## config.mk

```make
export PLATFORM = sky130hd
export DESIGN_NAME = mem_port_arbiter
export DESIGN_NICKNAME = d
export VERILOG_FILES = /design/src/rtl/mem_port_arbiter.sv
export SDC_FILE = /design/constraint.sdc
export NUM_CORES = 1
export LEC_CHECK = 0
export CAP_MARGIN = 20
export CORE_AREA = 3 3 119 121
export CTS_CLUSTER_DIAMETER = 40
export DETAILED_ROUTE_END_ITERATION = 10
export DIE_AREA = 0 0 122 124
export PLACE_DENSITY = 0.6
export SLEW_MARGIN = 10
export SYNTH_ARGS = -nofsm -noshare
export SYNTH_HDL_FRONTEND = slang
export SYNTH_SLANG_ARGS = --single-unit
```

## constraint.sdc

```tcl
create_clock -name clk -period 2.9 [get_ports clk]
set_clock_uncertainty 0.2 [all_clocks]
set_input_delay 0.58 -clock clk [delete_from_list [all_inputs] [get_ports clk]]
set_output_delay 0.58 -clock clk [all_outputs]
set_load 0.02 [all_outputs]
```

## src/rtl/mem_port_arbiter.sv

```systemverilog
// rtl/mem_port_arbiter.sv - two-requester arbiter for the memory_controller data port
// Define MEM_ARB_STARVE_EN to add the port 1 anti-starvation counter (wait_cnt / MAX_WAIT).
module mem_port_arbiter #(
  parameter int MAX_WAIT = 8
) (
  input  logic        clk,
  input  logic        reset,

  input  logic        m0_req,
  input  logic        m0_is_store,
  input  logic        m0_is_load,
  input  logic [2:0]  m0_wren,
  input  logic [31:0] m0_addr,
  input  logic [31:0] m0_wdata,
  output logic        m0_gnt,
  output logic        m0_rvalid,
  output logic [31:0] m0_rdata,

  input  logic        m1_req,
  input  logic        m1_is_store,
  input  logic        m1_is_load,
  input  logic [2:0]  m1_wren,
  input  logic [31:0] m1_addr,
  input  logic [31:0] m1_wdata,
  output logic        m1_gnt,
  output logic        m1_rvalid,
  output logic [31:0] m1_rdata,

  output logic        mc_is_store,
  output logic        mc_is_load,
  output logic [2:0]  mc_wren,
  output logic [31:0] mc_addr,
  output logic [31:0] mc_wdata,
  input  logic [31:0] mc_r_data
);

  if (MAX_WAIT < 1) begin : g_bad_max_wait
    $error("mem_port_arbiter: MAX_WAIT must be >= 1");
  end

  logic m0_eff;
  logic m1_eff;
  logic force_m1;
  logic load_gnt;
  logic rd_pend;
  logic rd_owner;

  // A request counts only with exactly one of is_store / is_load set.
  assign m0_eff = m0_req && (m0_is_store ^ m0_is_load);
  assign m1_eff = m1_req && (m1_is_store ^ m1_is_load);

`ifdef MEM_ARB_STARVE_EN
  localparam int CNT_W = $clog2(MAX_WAIT + 1);
  localparam logic [CNT_W-1:0] CNT_MAX = CNT_W'(MAX_WAIT);

  logic [CNT_W-1:0] wait_cnt;
  logic [CNT_W-1:0] wait_cnt_next;

  assign force_m1 = m1_eff && (wait_cnt == CNT_MAX);

  always_comb begin
    wait_cnt_next = wait_cnt;
    if (!m1_eff || m1_gnt) begin
      wait_cnt_next = '0;
    end else if (wait_cnt != CNT_MAX) begin
      wait_cnt_next = wait_cnt + CNT_W'(1);
    end
  end

  always_ff @(posedge clk or negedge reset) begin
    if (!reset) begin
      wait_cnt <= '0;
    end else begin
      wait_cnt <= wait_cnt_next;
    end
  end
`else
  assign force_m1 = 1'b0;
`endif

  assign m1_gnt = m1_eff && (!m0_eff || force_m1);
  assign m0_gnt = m0_eff && !force_m1;

  always_comb begin
    mc_is_store = 1'b0;
    mc_is_load  = 1'b0;
    mc_wren     = 3'b111;
    mc_addr     = '0;
    mc_wdata    = '0;
    if (m1_gnt) begin
      mc_is_store = m1_is_store;
      mc_is_load  = m1_is_load;
      mc_wren     = m1_wren;
      mc_addr     = m1_addr;
      mc_wdata    = m1_wdata;
    end else if (m0_gnt) begin
      mc_is_store = m0_is_store;
      mc_is_load  = m0_is_load;
      mc_wren     = m0_wren;
      mc_addr     = m0_addr;
      mc_wdata    = m0_wdata;
    end
  end

  assign load_gnt = (m0_gnt && m0_is_load) || (m1_gnt && m1_is_load);

  // The RAM answers one cycle later, so remember who asked; rewritten every cycle.
  always_ff @(posedge clk or negedge reset) begin
    if (!reset) begin
      rd_pend  <= 1'b0;
      rd_owner <= 1'b0;
    end else begin
      rd_pend <= load_gnt;
      if (load_gnt) begin
        rd_owner <= m1_gnt;
      end
    end
  end

  assign m0_rvalid = rd_pend && !rd_owner;
  assign m1_rvalid = rd_pend && rd_owner;
  assign m0_rdata  = m0_rvalid ? mc_r_data : '0;
  assign m1_rdata  = m1_rvalid ? mc_r_data : '0;

endmodule

```

Yosys cells after proc, flatten, opt, wreduce, memory -nomap -nowiden
Index checks and enable logic that the tools add are counted.
Cells by class
  multiplexer cells: 12
  bitwise logic cells: 2
  reduce and logical (&&, ||, !) cells: 10
Operator list (count)
  32-bit two-way mux: 6
  1-bit logical AND: 7
  3-bit two-way mux: 2
  1-bit two-way mux: 4
  1-bit zero test: 2
  1-bit XOR: 2
  1-bit logical OR: 1
Storage, ports and cells
  register bits after elaboration: 2

Logic depth before layout (Yosys ltp)
Gate-level depths: netlist of run 1.
  word-level depth: 6
  depth in mapped cells: 5
  depth with buffers taken out: 3

Least setup slack after synthesis of run 1
No wires, ideal clock.
  kind: input to output
  from: in m1_is_load
  to: out mc_addr[10]
  data arrival time: 1540 ps
  data required time: 2120 ps
  setup slack: 580 ps
  stages: 5
  buffers on the path: 2
  cell sequence: xor2_1 buf_2 buf_4 and3_1 mux2_2
Between the ends
  cells in the longest elaborated chain, start to end: 4
RTL lines
  start, declared: RTL line 21  | input logic m1_is_load,
  1-bit XOR: RTL line 50  | assign m1_eff = m1_req && (m1_is_store ^ m1_is_load);
  1-bit logical AND: RTL line 50
  1-bit logical AND: RTL line 81  | assign m1_gnt = m1_eff && (!m0_eff || force_m1);
  32-bit two-way mux: RTL line 90  | if (m1_gnt) begin
  end, declared: RTL line 32  | output logic [31:0] mc_addr,
No other way between the ends.

Worst setup path in the final report of run 1
  from: in m1_is_load
  to: out mc_wdata[10]
Between the ends
  cells in the longest elaborated chain, start to end: 4
RTL lines
  1-bit XOR: RTL line 50
  1-bit logical AND: RTL line 50
  1-bit logical AND: RTL line 81
  32-bit two-way mux: RTL line 90
  end, declared: RTL line 33  | output logic [31:0] mc_wdata,
No other way between the ends.

==> impl_metrics.csv, run 1 <==
group,metric,value,unit
timing,timing.slew.headroom,82.3,%
cts,holdBufCountCts,0,
setup_path,worstPathMaxFanout,29,
setup_path,crit_type,"in -> out",
power,p_sw_share,37.9,%
logic_synthesis,synth.yosys.seq_area_share,2.60,%
floorplan,core,0.0132,mm2
logic_synthesis,ys_top_cells_by_area,"mux2_2, and3_1, and2_1",
finish,n_antenna_cell,0,
logic_synthesis,synth_flop_cell,"dfrtp_1",
floorplan,die_area,0.0151,mm2
global_route,track_usage,14.4,%
logic_synthesis,async_reset_ff_share,100,%
cts,cts-root-buf,"clkbuf_16",
power,peakVddDrop,0.0774,mV
placed_design,dp.cells,721,
logic_synthesis,syn_avg_cell_area,7.69,um2
power,internal_power,0.000768,W
power,power.share.clock,16.8,%
power,combPwrFrac,80.5,%
timing,period_share,98.3,%
global_route,grt_pass1_vias,3171,
logic_synthesis,synth_warnings,0,
cts,numCtsBuffers,3,
cts,ctsHtreeMaxLevel,1,
logic_synthesis,yosys-top-cells-count,"and3_1, mux2_2, and2_1",
worst_hold_path,hold_class,"in -> async",
setup_path,critPathMaxStageDelay,0.31,ns
logic_synthesis,synth_top_cell_by_area,"mux2_2",
placed_design,place_hpwl,9890,um
setup_path,start_kind,"primary input",
global_route,grt_remaining_overflow,0,
timing,worstMarginPinSlew,0.266,ns
finish,area_growth,179,%
finish,layout.nets,730,
setup_path,cp_cell_sequence,"clkdlybuf4s15_2 -> xor2_4 -> bufbuf_16 -> and3_1 -> mux2_2 -> clkdlybuf4s15_1",
logic_synthesis,syn_nets,424,
logic_synthesis,synth_edf_count,0,
drt,wl_per_cell,16.7,um
finish,drive_above_1_share,28.9,%
floorplan,fp.dieW,122,um
timing,drv_slew,0,
cts,clk-insertion-delay-late,0.22,ns
drt,viasPerCell,4.24,
status,status,"finished, final reports clean",
global_route,grt_antenna_before_repair,0,
logic_synthesis,synth.most_common_cell,"and3_1",
timing,grt_setup_unrepaired,"yes",
floorplan,rows,42,
cts,clock-sinks,2,
timing,finalSetupViolCount,0,
drt,num_vias,3098,
drt,first_pass_iters,4,
placed_design,place_congestion,0.687,
setup_path,cp_slowest_cell,"bufbuf_16",
drt,drtAntennaViolNets,0,
power,total_leakage_power,2.55,nW
logic_synthesis,ys_seq_elements,2,
timing,worst_slack,0.0505,ns
power,switchingPower,0.000469,W
placed_design,place_ws,-0.538,ns
timing,period_minus_slack,2.85,ns
drt,finalWirelength,12200,um
flow_run,cap_violations,0,
power,p_seq_share,2.7,%
power,p_per_area,231,mW/mm2
drt,drc_errors,0,
floorplan,dieHeight,124,um
finish,fin_util,40.6,%
setup_path,crit_path_end_kind,"output port",
drt,drt_iter0_drc,66,
logic_synthesis,synthDistinctLibCells,21,
floorplan,io_pins,311,
global_route,grt_pass1_wl,17200,um
floorplan,start_util,14.6,%
timing,tns,0,ns
finish,final_cells,730,
cts,clk_pin_slew,0.03,ns
logic_synthesis,synth_cells,250,
logic_synthesis,synth.top_cell.area_share,34.6,%
setup_path,required,2.12,ns
cts,cts_tree,"yes",
global_route,grt_max_degree,42,
timing,finalHoldViolCount,0,
setup_path,crit_arrival,2.07,ns
logic_synthesis,syn-cell-area,0.00192,mm2
finish,fillerInstances,1322,
placed_design,io_buffers,310,
cts,clockBufferDepth,2,
timing,max_freq,0.351,GHz
-- area by class of cell --
class / count / area [um2] / area share [%]
inverter: 2 / 7.51 / 0.140
tap: 176 / 220 / 4.11
timing repair buffer: 331 / 3250 / 60.6
sequential: 2 / 50.0 / 0.934
clock buffer: 3 / 75.1 / 1.40
multi-input combinational: 216 / 1760 / 32.8
-- placed cells by master, fill, tap and decap left out, types with 2 or more instances in the layout --
| master | count |
|---|---|
| clkdlybuf4s50_1 | 233 |
| buf_4 | 16 |
| nand3b_1 | 4 |
| clkdlybuf4s15_1 | 8 |
| dlygate4sd2_1 | 3 |
| buf_2 | 5 |
| mux2_2 | 59 |
| a21oi_1 | 4 |
| buf_12 | 5 |
| and2_1 | 33 |
| dlymetal6s2s_1 | 2 |
| clkdlybuf4s15_2 | 31 |
| mux2_4 | 8 |
| dfrtp_1 | 2 |
| inv_1 | 2 |
| clkbuf_2 | 26 |
| or2_2 | 2 |
| and3_1 | 97 |
| clkbuf_16 | 3 |
-- critical path, delay by kind of cell --
family | cells | cell delay [ns]
mux | 1 | 0.26
simple gates | 1 | 0.18
xor+xnor | 1 | 0.20
buf+inv | 3 | 0.84
-- final timing paths --
kind	start	endpoint	slack [ns]	depth (start not counted)
max	m1_is_load	mc_wdata[10]	0.05	6
max reg2reg	rd_owner	rd_owner	1.80	2
min in group clk	rd_owner	rd_owner	0.62	2
max in group asynchronous	reset	rd_pend	2.06	1
min reg2reg	rd_owner	rd_owner	0.62	2
min	reset	rd_owner	0.32	1
-- power groups by stage --
stage	sequential [W]	clock [W]	combinational (W)
after floorplan	0.0000357	0	0.000446
after global placement	0.0000332	0	0.00102
after detailed placement	0.0000334	0	0.00102
after CTS	0.0000331	0.000212	0.00102
after global routing	0.0000334	0.000215	0.00106
final	0.0000332	0.000208	0.000996
-- state kept, by name, indices dropped and copies added (netlist names) --
name / flops
rd_pend: 1
rd_owner: 1
-- layer usage --
layer,GRT usage [%],wire length (um)
met3,4.45,1370
met5,0,0
met2,29.1,6530
met1,15.0,4260
met4,1.40,17
-- metrics by stage --
step	total power [W]	instance area (um2)	hold slack [ns]
6_report	0.00124	5360	0.325
5_1_grt	0.00131	5360	0.330
4_1_cts	0.00126	5460	0.324
3_5_place_dp	0.00106	5280	0.555
3_3_place_gp	0.00105	5280	0.551
2_1_floorplan	0.000482	1920	0.0844
-- timing repair --
item / in CTS / in global routing
endpoints found under the setup margin: 70 / 38
gates resized for setup: 153 / 58
setup buffers: 4 / 0
cloned: 2 / 0
pin swaps: 1 / 0
-- cell families (layout without fill, tap and decap cells) --
kind of cell | count (synthesis) | count (layout) | share of synthesized area (%)
AND/OR/NAND/NOR | 141 | 141 | 46.0
multiplexers | 67 | 67 | 40.8
buffers and inverters | 32 | 336 | 7.81
AO/OA/AOI/OAI | 6 | 6 | 1.82
XOR/XNOR | 2 | 2 | 0.912
flip-flops | 2 | 2 | 2.60
(Power assumes the default switching activity.)
==> inputs of run 2 (changes only) <==
--- a/config.mk
+++ b/config.mk
@@ -11,6 +11,7 @@
 export DETAILED_ROUTE_END_ITERATION = 10
 export DIE_AREA = 0 0 122 124
 export PLACE_DENSITY = 0.6
+export SKIP_LAST_GASP = 1
 export SLEW_MARGIN = 10
 export SYNTH_ARGS = -nofsm -noshare
 export SYNTH_HDL_FRONTEND = slang
==> impl_metrics.csv, run 2 (same netlist as run 1, synthesis figures left out) <==
group,metric,value,unit
placed_design,place_ws,-0.538,ns
floorplan,core,0.0132,mm2
finish,final_cell_mix,"clkdlybuf4s50_1, and3_1, mux2_2",
drt,first_pass_iters,6,
setup_path,r2r_cells,2,
power,combPwrFrac,80.5,%
global_route,grt_pass1_wl,17200,um
power,switchingPower,0.000468,W
drt,num_vias,3094,
cts,clk_pin_slew,0.03,ns
setup_path,crit_path_end_kind,"output port",
timing,tns,-0.00310,ns
placed_design,place_area,0.00528,mm2
placed_design,io_buffers,310,
placed_design,place_congestion,0.687,
floorplan,io_pins,311,
floorplan,die_area,0.0151,mm2
worst_hold_path,hold_class,"in -> async",
global_route,grt_antenna_before_repair,0,
drt,drc_errors,0,
power,power.share.clock,16.8,%
timing,worstMarginPinSlew,0.266,ns
flow_run,cap_violations,0,
timing,period_share,100,%
finish,layout.nets,730,
timing,finalHoldViolCount,0,
power,finalPower,0.00124,W
floorplan,dieHeight,124,um
cts,clk-insertion-delay-late,0.22,ns
placed_design,dp.cells,721,
drt,viasPerCell,4.24,
status,status,"finished with violations",
floorplan,start_util,14.6,%
finish,regArea,50.0,um2
timing,grt_setup_unrepaired,"yes",
drt,drt_iter0_drc,64,
drt,drtAntennaViolNets,0,
drt,finalWirelength,12200,um
floorplan,fp.dieW,122,um
setup_path,crit_arrival,2.12,ns
power,p_per_area,231,mW/mm2
power,total_leakage_power,2.56,nW
setup_path,start_kind,"primary input",
cts,cts_tree,"yes",
global_route,track_usage,14.4,%
setup_path,timing.rr.start,"rd_owner",
global_route,grt_max_degree,42,
cts,ctsHtreeMaxLevel,1,
setup_path,cp-startpoint,"m0_req",
setup_path,required,2.12,ns
status,violations,"negative setup slack",
finish,fillerInstances,1324,
setup_path,worstPathMaxFanout,14,
setup_path,crit_type,"in -> out",
timing,worst_slack,-0.00310,ns
finish,largest_registers,"rd_owner x1, rd_pend x1",
cts,holdBufCountCts,0,
setup_path,r2r_end,"rd_owner",
setup_path,ff2ff_setup_slack,1.80,ns
global_route,grt_remaining_overflow,0,
cts,clock-sinks,2,
setup_path,crit_end,"mc_wdata[3]",
finish,area_growth,178,%
power,p_sw_share,37.9,%
finish,multiInputGateArea,0.00176,mm2
power,internal_power,0.000767,W
cts,clockBufferDepth,2,
cts,numCtsBuffers,3,
timing,max_freq,0.344,GHz
power,p_seq_share,2.7,%
finish,final_cells,730,
timing,drv_slew,0,
power,peakVddDrop,0.0771,mV
timing,period_minus_slack,2.90,ns
drt,wl_per_cell,16.7,um
floorplan,rows,42,
finish,n_antenna_cell,0,
finish,mostFrequentLayoutCell,"clkdlybuf4s50_1",
timing,finalSetupViolCount,1,
cts,cts-root-buf,"clkbuf_16",
global_route,grt_pass1_vias,3171,
placed_design,place_hpwl,9890,um
finish,stdcell_area,0.00535,mm2
finish,drive_above_1_share,28.7,%
timing,timing.slew.headroom,82.3,%
-- run 2: how the worst min path moves through the flow --
| stage | startpoint | endpoint | slack [ns] |
|---|---|---|---|
| 6_report | reset | rd_owner | 0.32 |
| 5_1_grt | reset | rd_owner | 0.33 |
| 4_1_cts | reset | rd_owner | 0.32 |
| 3_5_place_dp | reset | rd_pend | 0.56 |
| 3_3_place_gp | reset | rd_pend | 0.55 |
| 2_1_floorplan | reset | rd_owner | 0.08 |
-- run 2: power by group through the flow --
stage                     combinational [W]  clock (W)  sequential (W)
after floorplan                    0.000446          0       0.0000357
after global placement              0.00102          0       0.0000332
after detailed placement            0.00102          0       0.0000334
after CTS                           0.00101   0.000212       0.0000331
after global routing                0.00106   0.000215       0.0000334
final                              0.000994   0.000208       0.0000332
-- run 2: per-layer routing --
| layer | GRT usage (%) | share of wire (%) | up-vias |
|---|---|---|---|
| li1 | - | - | 1509 |
| met2 | 29.1 | 54 | 191 |
| met5 | 0 | 0 | - |
| met3 | 4.45 | 11 | 2 |
| met4 | 1.40 | 0.14 | 0 |
| met1 | 15.0 | 35 | 1392 |
-- run 2: critical path, cell delays in order --
cell and delay [ns]:
clkdlybuf4s50_1 0.46, nand2_4 0.14, buf_4 0.13, buf_12 0.14
mux2_2 0.34, dlygate4sd2_1 0.32
-- run 2: area by class of cell --
type,count,share of cell area [%]
Clock buffer,3,1.40
Inverter,2,0.140
Multi-Input combinational cell,216,32.8
Sequential cell,2,0.935
Tap cell,176,4.12
Timing Repair Buffer,331,60.6
-- run 2: stage by stage --
| stage | hold slack (ns) | utilization [%] |
|---|---|---|
| finish | 0.325 | 40.6 |
| global route | 0.330 | 40.6 |
| CTS | 0.324 | 41.3 |
| detailed placement | 0.555 | 40.0 |
| global placement | 0.551 | 40.0 |
| floorplan | 0.0844 | - |
-- run 2: what timing repair did --
item	in CTS	in global routing
pin swaps	1	0
gates resized for setup	143	62
hold endpoints to repair	0	0
buffers inserted	4	0
setup endpoints to repair	70	39
gates cloned	2	0
